<file path="src/rtl/pc_pkg.sv">
// Shared types and helpers for the program counter: action encoding,
// request priority resolution and the return-stack count width.
package pc_pkg;

   typedef enum logic [2:0] {
      PC_HOLD,
      PC_INC,
      PC_BR,
      PC_LD,
      PC_CALL,
      PC_RET,
      PC_STALL
   } pc_action_e;

   // Exactly one action per edge: stall > ret > call > ld > br > inc > hold.
   function automatic pc_action_e resolve_action(input logic stall,
                                                 input logic ret,
                                                 input logic call,
                                                 input logic ld,
                                                 input logic br,
                                                 input logic inc);
      if (stall)     return PC_STALL;
      else if (ret)  return PC_RET;
      else if (call) return PC_CALL;
      else if (ld)   return PC_LD;
      else if (br)   return PC_BR;
      else if (inc)  return PC_INC;
      else           return PC_HOLD;
   endfunction

   function automatic int cnt_width(input int depth);
      return $clog2(depth + 1);
   endfunction

endpackage

</file>
<file path="src/rtl/ras_stack.sv">
// Circular return-address stack; a push when full overwrites the oldest
// entry, a pop when empty changes nothing and only raises unf_evt.
module ras_stack
   import pc_pkg::*;
#(
   parameter int AW        = 16,
   parameter int RAS_DEPTH = 8
) (
   input  logic                            clk,
   input  logic                            rst,
   input  logic                            push,
   input  logic                            pop,
   input  logic [AW-1:0]                   din,
   output logic [AW-1:0]                   dout,
   output logic [cnt_width(RAS_DEPTH)-1:0] cnt,
   output logic                            full,
   output logic                            empty,
   output logic                            ovf_evt,
   output logic                            unf_evt
);

   localparam int PW = $clog2(RAS_DEPTH);
   localparam int CW = cnt_width(RAS_DEPTH);

   logic [AW-1:0] mem_q [RAS_DEPTH];
   logic [PW-1:0] top_q, top_d;
   logic [CW-1:0] cnt_q, cnt_d;
   logic [PW-1:0] next_ptr, prev_ptr;

   assign next_ptr = (top_q == PW'(RAS_DEPTH - 1)) ? '0 : top_q + 1'b1;
   assign prev_ptr = (top_q == '0) ? PW'(RAS_DEPTH - 1) : top_q - 1'b1;

   assign full    = (cnt_q == CW'(RAS_DEPTH));
   assign empty   = (cnt_q == '0);
   assign cnt     = cnt_q;
   assign dout    = mem_q[top_q];
   assign ovf_evt = push & full;
   assign unf_evt = pop & empty;

   always_comb begin
      top_d = top_q;
      cnt_d = cnt_q;
      if (push) begin
         top_d = next_ptr;
         if (!full) cnt_d = cnt_q + 1'b1;
      end else if (pop && !empty) begin
         top_d = prev_ptr;
         cnt_d = cnt_q - 1'b1;
      end
   end

   always_ff @(posedge clk or posedge rst) begin
      if (rst) begin
         top_q <= '0;
         cnt_q <= '0;
      end else begin
         top_q <= top_d;
         cnt_q <= cnt_d;
      end
   end

   // Storage needs no reset: entries are only read while counted as valid.
   always_ff @(posedge clk) begin
      if (push) mem_q[next_ptr] <= din;
   end

endmodule

</file>
<file path="src/rtl/pc_ras_unit.sv">
// Program counter with absolute/relative jumps, stall, and a hardware
// return-address stack for call/return; pc drives the fetch address.
module pc_ras_unit
   import pc_pkg::*;
#(
   parameter int            AW        = 16,
   parameter int            OW        = 8,
   parameter int            RAS_DEPTH = 8,
   parameter logic [AW-1:0] RESET_VEC = '0,
   parameter int            INC_STEP  = 1
) (
   input  logic                            clk,
   input  logic                            rst,
   input  logic                            stall,
   input  logic                            inc,
   input  logic                            ld,
   input  logic                            br,
   input  logic                            call,
   input  logic                            ret,
   input  logic                            clr_err,
   input  logic [AW-1:0]                   tgt,
   input  logic [OW-1:0]                   off,
   output logic [AW-1:0]                   pc,
   output logic [cnt_width(RAS_DEPTH)-1:0] ras_cnt,
   output logic                            ras_full,
   output logic                            ras_empty,
   output logic                            ras_ovf,
   output logic                            ras_unf
);

   pc_action_e    action;
   logic [AW-1:0] pc_q, pc_d;
   logic          ovf_q, ovf_d;
   logic          unf_q, unf_d;
   logic [AW-1:0] off_ext;
   logic [AW-1:0] pc_next_seq;
   logic [AW-1:0] ras_dout;
   logic          ras_push, ras_pop;
   logic          ovf_evt, unf_evt;

   assign action      = resolve_action(stall, ret, call, ld, br, inc);
   assign off_ext     = AW'($signed(off));
   assign pc_next_seq = pc_q + AW'(INC_STEP);
   assign ras_push    = (action == PC_CALL);
   assign ras_pop     = (action == PC_RET);

   ras_stack #(
      .AW        (AW),
      .RAS_DEPTH (RAS_DEPTH)
   ) u_ras (
      .clk     (clk),
      .rst     (rst),
      .push    (ras_push),
      .pop     (ras_pop),
      .din     (pc_next_seq),
      .dout    (ras_dout),
      .cnt     (ras_cnt),
      .full    (ras_full),
      .empty   (ras_empty),
      .ovf_evt (ovf_evt),
      .unf_evt (unf_evt)
   );

   always_comb begin
      pc_d = pc_q;
      case (action)
         PC_RET:   if (!ras_empty) pc_d = ras_dout;
         PC_CALL:  pc_d = tgt;
         PC_LD:    pc_d = tgt;
         PC_BR:    pc_d = pc_q + off_ext;
         PC_INC:   pc_d = pc_next_seq;
         PC_STALL: pc_d = pc_q;
         PC_HOLD:  pc_d = pc_q;
         default:  pc_d = pc_q;
      endcase
   end

   // A new event in the same cycle as clr_err leaves the flag set.
   always_comb begin
      ovf_d = (ovf_q & ~clr_err) | ovf_evt;
      unf_d = (unf_q & ~clr_err) | unf_evt;
   end

   always_ff @(posedge clk or posedge rst) begin
      if (rst) begin
         pc_q  <= RESET_VEC;
         ovf_q <= 1'b0;
         unf_q <= 1'b0;
      end else begin
         pc_q  <= pc_d;
         ovf_q <= ovf_d;
         unf_q <= unf_d;
      end
   end

   assign pc      = pc_q;
   assign ras_ovf = ovf_q;
   assign ras_unf = unf_q;

endmodule

</file>
<file path="config.mk">
export PLATFORM = sky130hd
export DESIGN_NAME = pc_ras_unit
export DESIGN_NICKNAME = d
export VERILOG_FILES = /design/src/rtl/pc_pkg.sv /design/src/rtl/ras_stack.sv /design/src/rtl/pc_ras_unit.sv
export SDC_FILE = /design/constraint.sdc
export NUM_CORES = 1
export LEC_CHECK = 0
export ABC_AREA = 1
export CORE_ASPECT_RATIO = 0.5
export CORE_MARGIN = 4
export CORE_UTILIZATION = 54
export DETAILED_ROUTE_END_ITERATION = 8
export PLACE_DENSITY = 0.74
export SLEW_MARGIN = 20
export SYNTH_ARGS = -nofsm -noshare
export SYNTH_HDL_FRONTEND = slang
export SYNTH_SLANG_ARGS = --single-unit
</file>
<file path="constraint.sdc">
create_clock -name clk -period 5.05 [get_ports clk]
set_clock_uncertainty 0.2 [all_clocks]
set_input_delay 1.01 -clock clk [delete_from_list [all_inputs] [get_ports clk]]
set_output_delay 1.01 -clock clk [all_outputs]
set_load 0.01 [all_outputs]
</file>
==> summary.md <==
| Metric | Value |
|---|---|
| CTS tree | `built` |
| Total Nets Final | `just over 1000` |
| Max-Cap Viols | `0` |
| Post-synth net total | `about 980` |
| Die Area | `17200 µm²` |
| Fill cells | `between 1000 and 1500` |
| Worst Path Arrival | `roughly 3.2 ns` |
| Drt via density | `between 5 and 6` |
| FF+latch area | `4470 µm²` |
| Commonest non-fill, non-tap cell in the layout | `nand2_1` |
| DR WL met3 | `between 2000 and 2500 µm` |
| Top Layer Used | `met4` |
| GP Congestion | `slightly above 0.9` |
| WL/cell | `about 18 µm` |
| Max Fanout on Critical Path | `21` |
| Antenna diodes | `0` |
| Worst-Skew Late Latency | `approximately 0.43 ns` |
| Routed met1 length | `about 9500 µm` |
| Syn avg cell area | `between 8 and 9 µm²` |
| Unrepaired setup endpoints after global routing | `false` |
| Critical Path RT | `just over 5 ns` |
| Placed Area | `8890 µm²` |
| Fmax | `approximately 330 MHz` |
| Row cnt | `31` |
| Final setup viols | `0` |
| Layout cells sized above 1 | `0.0785` |
| Final min period | `approximately 3.1 ns` |
| CP max stage delay | `0.57 ns` |
| Setup bufs post-CTS | `0` |
| Drc violations | `0` |
| Die W | `about 180 µm` |
| CTS Hold Bufs | `0` |
| Multi-input gate area | `3120 µm²` |
| Synth cell types | `between 40 and 50` |
| Ys flop type | `edfxtp_1` |
| I/O Pins | `57` |
| Post-DP HPWL | `14400 µm` |
| Power Dens Cells | `574 nW/µm²` |
| Delay-heaviest family, CP | `buffers and inverters` |
| CTS max path bufs | `2` |
| Post-Synthesis Cells | `around 900` |
| Port buffer count | `56` |
| First-pass GRT wire length | `between 30000 and 40000 µm` |
| Critical path class | `primary input to flip-flop` |
| CTS Sinks | `153` |
| Post-synth EDFFs | `128` |
| Critical path buffers and inverters | `4` |
| Worst-path clk slew | `0.07 ns` |
| Hold Path Class | `flip-flop to flip-flop` |
| Initial Utilization | `0.557` |
| Final Max Slew Viols | `0` |
| Die height | `~95 µm` |
| CP max stage cell | `clkdlybuf4s50_1` |
| Syn-to-layout area delta | `16.0%` |
| Max IR drop VDD | `around 0.28 mV` |
| Critical Path, Cell by Cell | `clkdlybuf4s50_1 -> inv_1 -> nand3_2 -> inv_2 -> nor2_8 -> nand2_2 -> inv_2 -> a31oi_1 -> nand2_1 -> nand2_1` |
| Total CTS buffers | `17` |
| Fin area | `between 9000 and 10000 µm²` |
| Async SR Flop Fraction | `0.163` |
| Met2 WL | `9490 µm` |
| Routed Antenna Nets | `0` |
| Number of synthesized register bits | `153` |
| Antenna violations before repair | `0` |
| Vias in the first global route | `roughly 6400` |
| Final Cycle Share | `0.607` |
| GRT Total Usage | `0.259` |
| Startpoint Class | `primary input` |
| Core ar. | `around 15000 µm²` |
| Status | `finished clean` |
| Largest net degree at the start of global routing | `just over 50` |
| Drt total wl | `21600 µm` |
| Gr ovfl total | `0` |
| Synthesis Warnings | `0` |
| Setup TNS | `0 ns` |
| Leak pwr | `3.91 nW` |
| Synthesized area | `slightly above 8000 µm²` |
| Final Hold Fails | `0` |
| Htree depth | `4` |
| Slew @ Worst Pin | `around 1.0 ns` |
| DRT iter0 DRCs | `around 830` |
| Cts repair resizes | `0` |
| Register area share after synthesis | `0.549` |
| Clock root buffer master | `clkbuf_16` |
| CP endpoint kind | `flip-flop` |
| DRT Pass-1 Iters | `5` |
| Commonest non-fill, non-tap cells in the layout | `245 x nand2_1, 128 x edfxtp_1, 117 x nor2_1` |
| Worst slew margin | `0.310` |
| Via count | `~6700` |
-- logic make-up after synthesis --
family	share of synthesized area
adder cells (fa/ha/maj)	0.0387
buffers and inverters	0.0708
AO/OA/AOI/OAI	0.0942
AND/OR/NAND/NOR	0.239
XOR/XNOR	0.00753
multiplexers	0.00138
flip-flops	0.549
-- per-layer routing --
| layer | vias to the layer above | GRT usage |
|---|---|---|
| met1 | 3128 | 0.370 |
| met3 | 15 | 0.0762 |
| met2 | 349 | 0.396 |
| li1 | 3188 | - |
| met5 | - | 0 |
| met4 | 0 | 0.0549 |
-- registers in the layout, indices dropped and copies added (netlist names) --
| register | count |
|---|---|
| u_ras.top_q | 3 |
| u_ras.cnt | 4 |
| u_ras.mem_q | 128 |
| pc | 16 |
| ras_unf | 1 |
| ras_ovf | 1 |
-- worst paths after layout --
| check | startpoint | end | depth (start not counted) | slack (ns) |
|---|---|---|---|---|
| max reg2reg | u_ras.top_q[0] | pc[15] | 13 | 2.27 |
| min | ras_ovf | ras_ovf | 2 | 0.34 |
| max | stall | pc[14] | 10 | 1.99 |
| max in group asynchronous | rst | u_ras.top_q[0] | 2 | 3.33 |
| min reg2reg | ras_ovf | ras_ovf | 2 | 0.34 |
| min in group asynchronous | rst | u_ras.cnt[0] | 2 | 0.80 |
-- power breakdown --
part	internal, mW	switching, mW	total, mW
Combinational	0.755	1.55	2.31
Sequential	1.70	0.220	1.92
Clock	0.647	0.556	1.20
-- area by class of cell --
type	instances	area share
inverters	106	0.0421
flip-flops and latches	153	0.473
clock inverters	15	0.0139
multi-input cells	634	0.330
clock buffers	17	0.0450
well taps	198	0.0262
repair buffers	69	0.0696
-- cells in the mapped netlist (2+ instances only) --
library cell / count / share of area
a21oi_1: 18 / 0.011
a31oi_1: 8 / 0.0061
and2_1: 3 / 0.0023
buf_2: 17 / 0.010
buf_4: 7 / 0.0065
buf_6: 2 / 0.0028
clkbuf_1: 4 / 0.0018
dfrtp_1: 25 / 0.077
edfxtp_1: 128 / 0.47
fa_1: 2 / 0.0049
ha_1: 22 / 0.034
inv_1: 97 / 0.045
inv_2: 8 / 0.0037
nand2_1: 245 / 0.11
nand2_2: 7 / 0.0054
nand3_1: 58 / 0.036
nand3_2: 2 / 0.0025
nand3b_1: 3 / 0.0028
nand4_1: 6 / 0.0046
nor2_1: 117 / 0.054
nor2_4: 5 / 0.0069
nor3_1: 8 / 0.0049
o211ai_1: 3 / 0.0028
o21ai_0: 80 / 0.049
o21ai_1: 11 / 0.0068
o21bai_1: 2 / 0.0018
o22ai_1: 16 / 0.012
xnor2_1: 2 / 0.0022
xor2_1: 5 / 0.0054
-- worst reg2reg max path: cells and delay by family, from the launching register on --
family / cells / cell delay, ns
AND/OR/NAND/NOR: 10 / 0.97
buffers and inverters: 3 / 0.88
flip-flops: 1 / 0.64
-- per-stage QoR --
| stage | utilization | hold slack [ns] | std cells | total power, mW | worst slack [ns] |
|---|---|---|---|---|---|
| floorplan | - | 0.358 | 924 | 3.38 | 1.92 |
| global placement | 0.608 | 0.321 | 1160 | 4.12 | 1.69 |
| detailed placement | 0.608 | 0.332 | 1160 | 4.18 | 1.57 |
| CTS | 0.646 | 0.340 | 1192 | 5.39 | 2.00 |
| global route | 0.646 | 0.361 | 1192 | 5.78 | 1.82 |
| finish | 0.646 | 0.339 | 1192 | 5.43 | 1.99 |
Power figures use the tool's default switching activity.
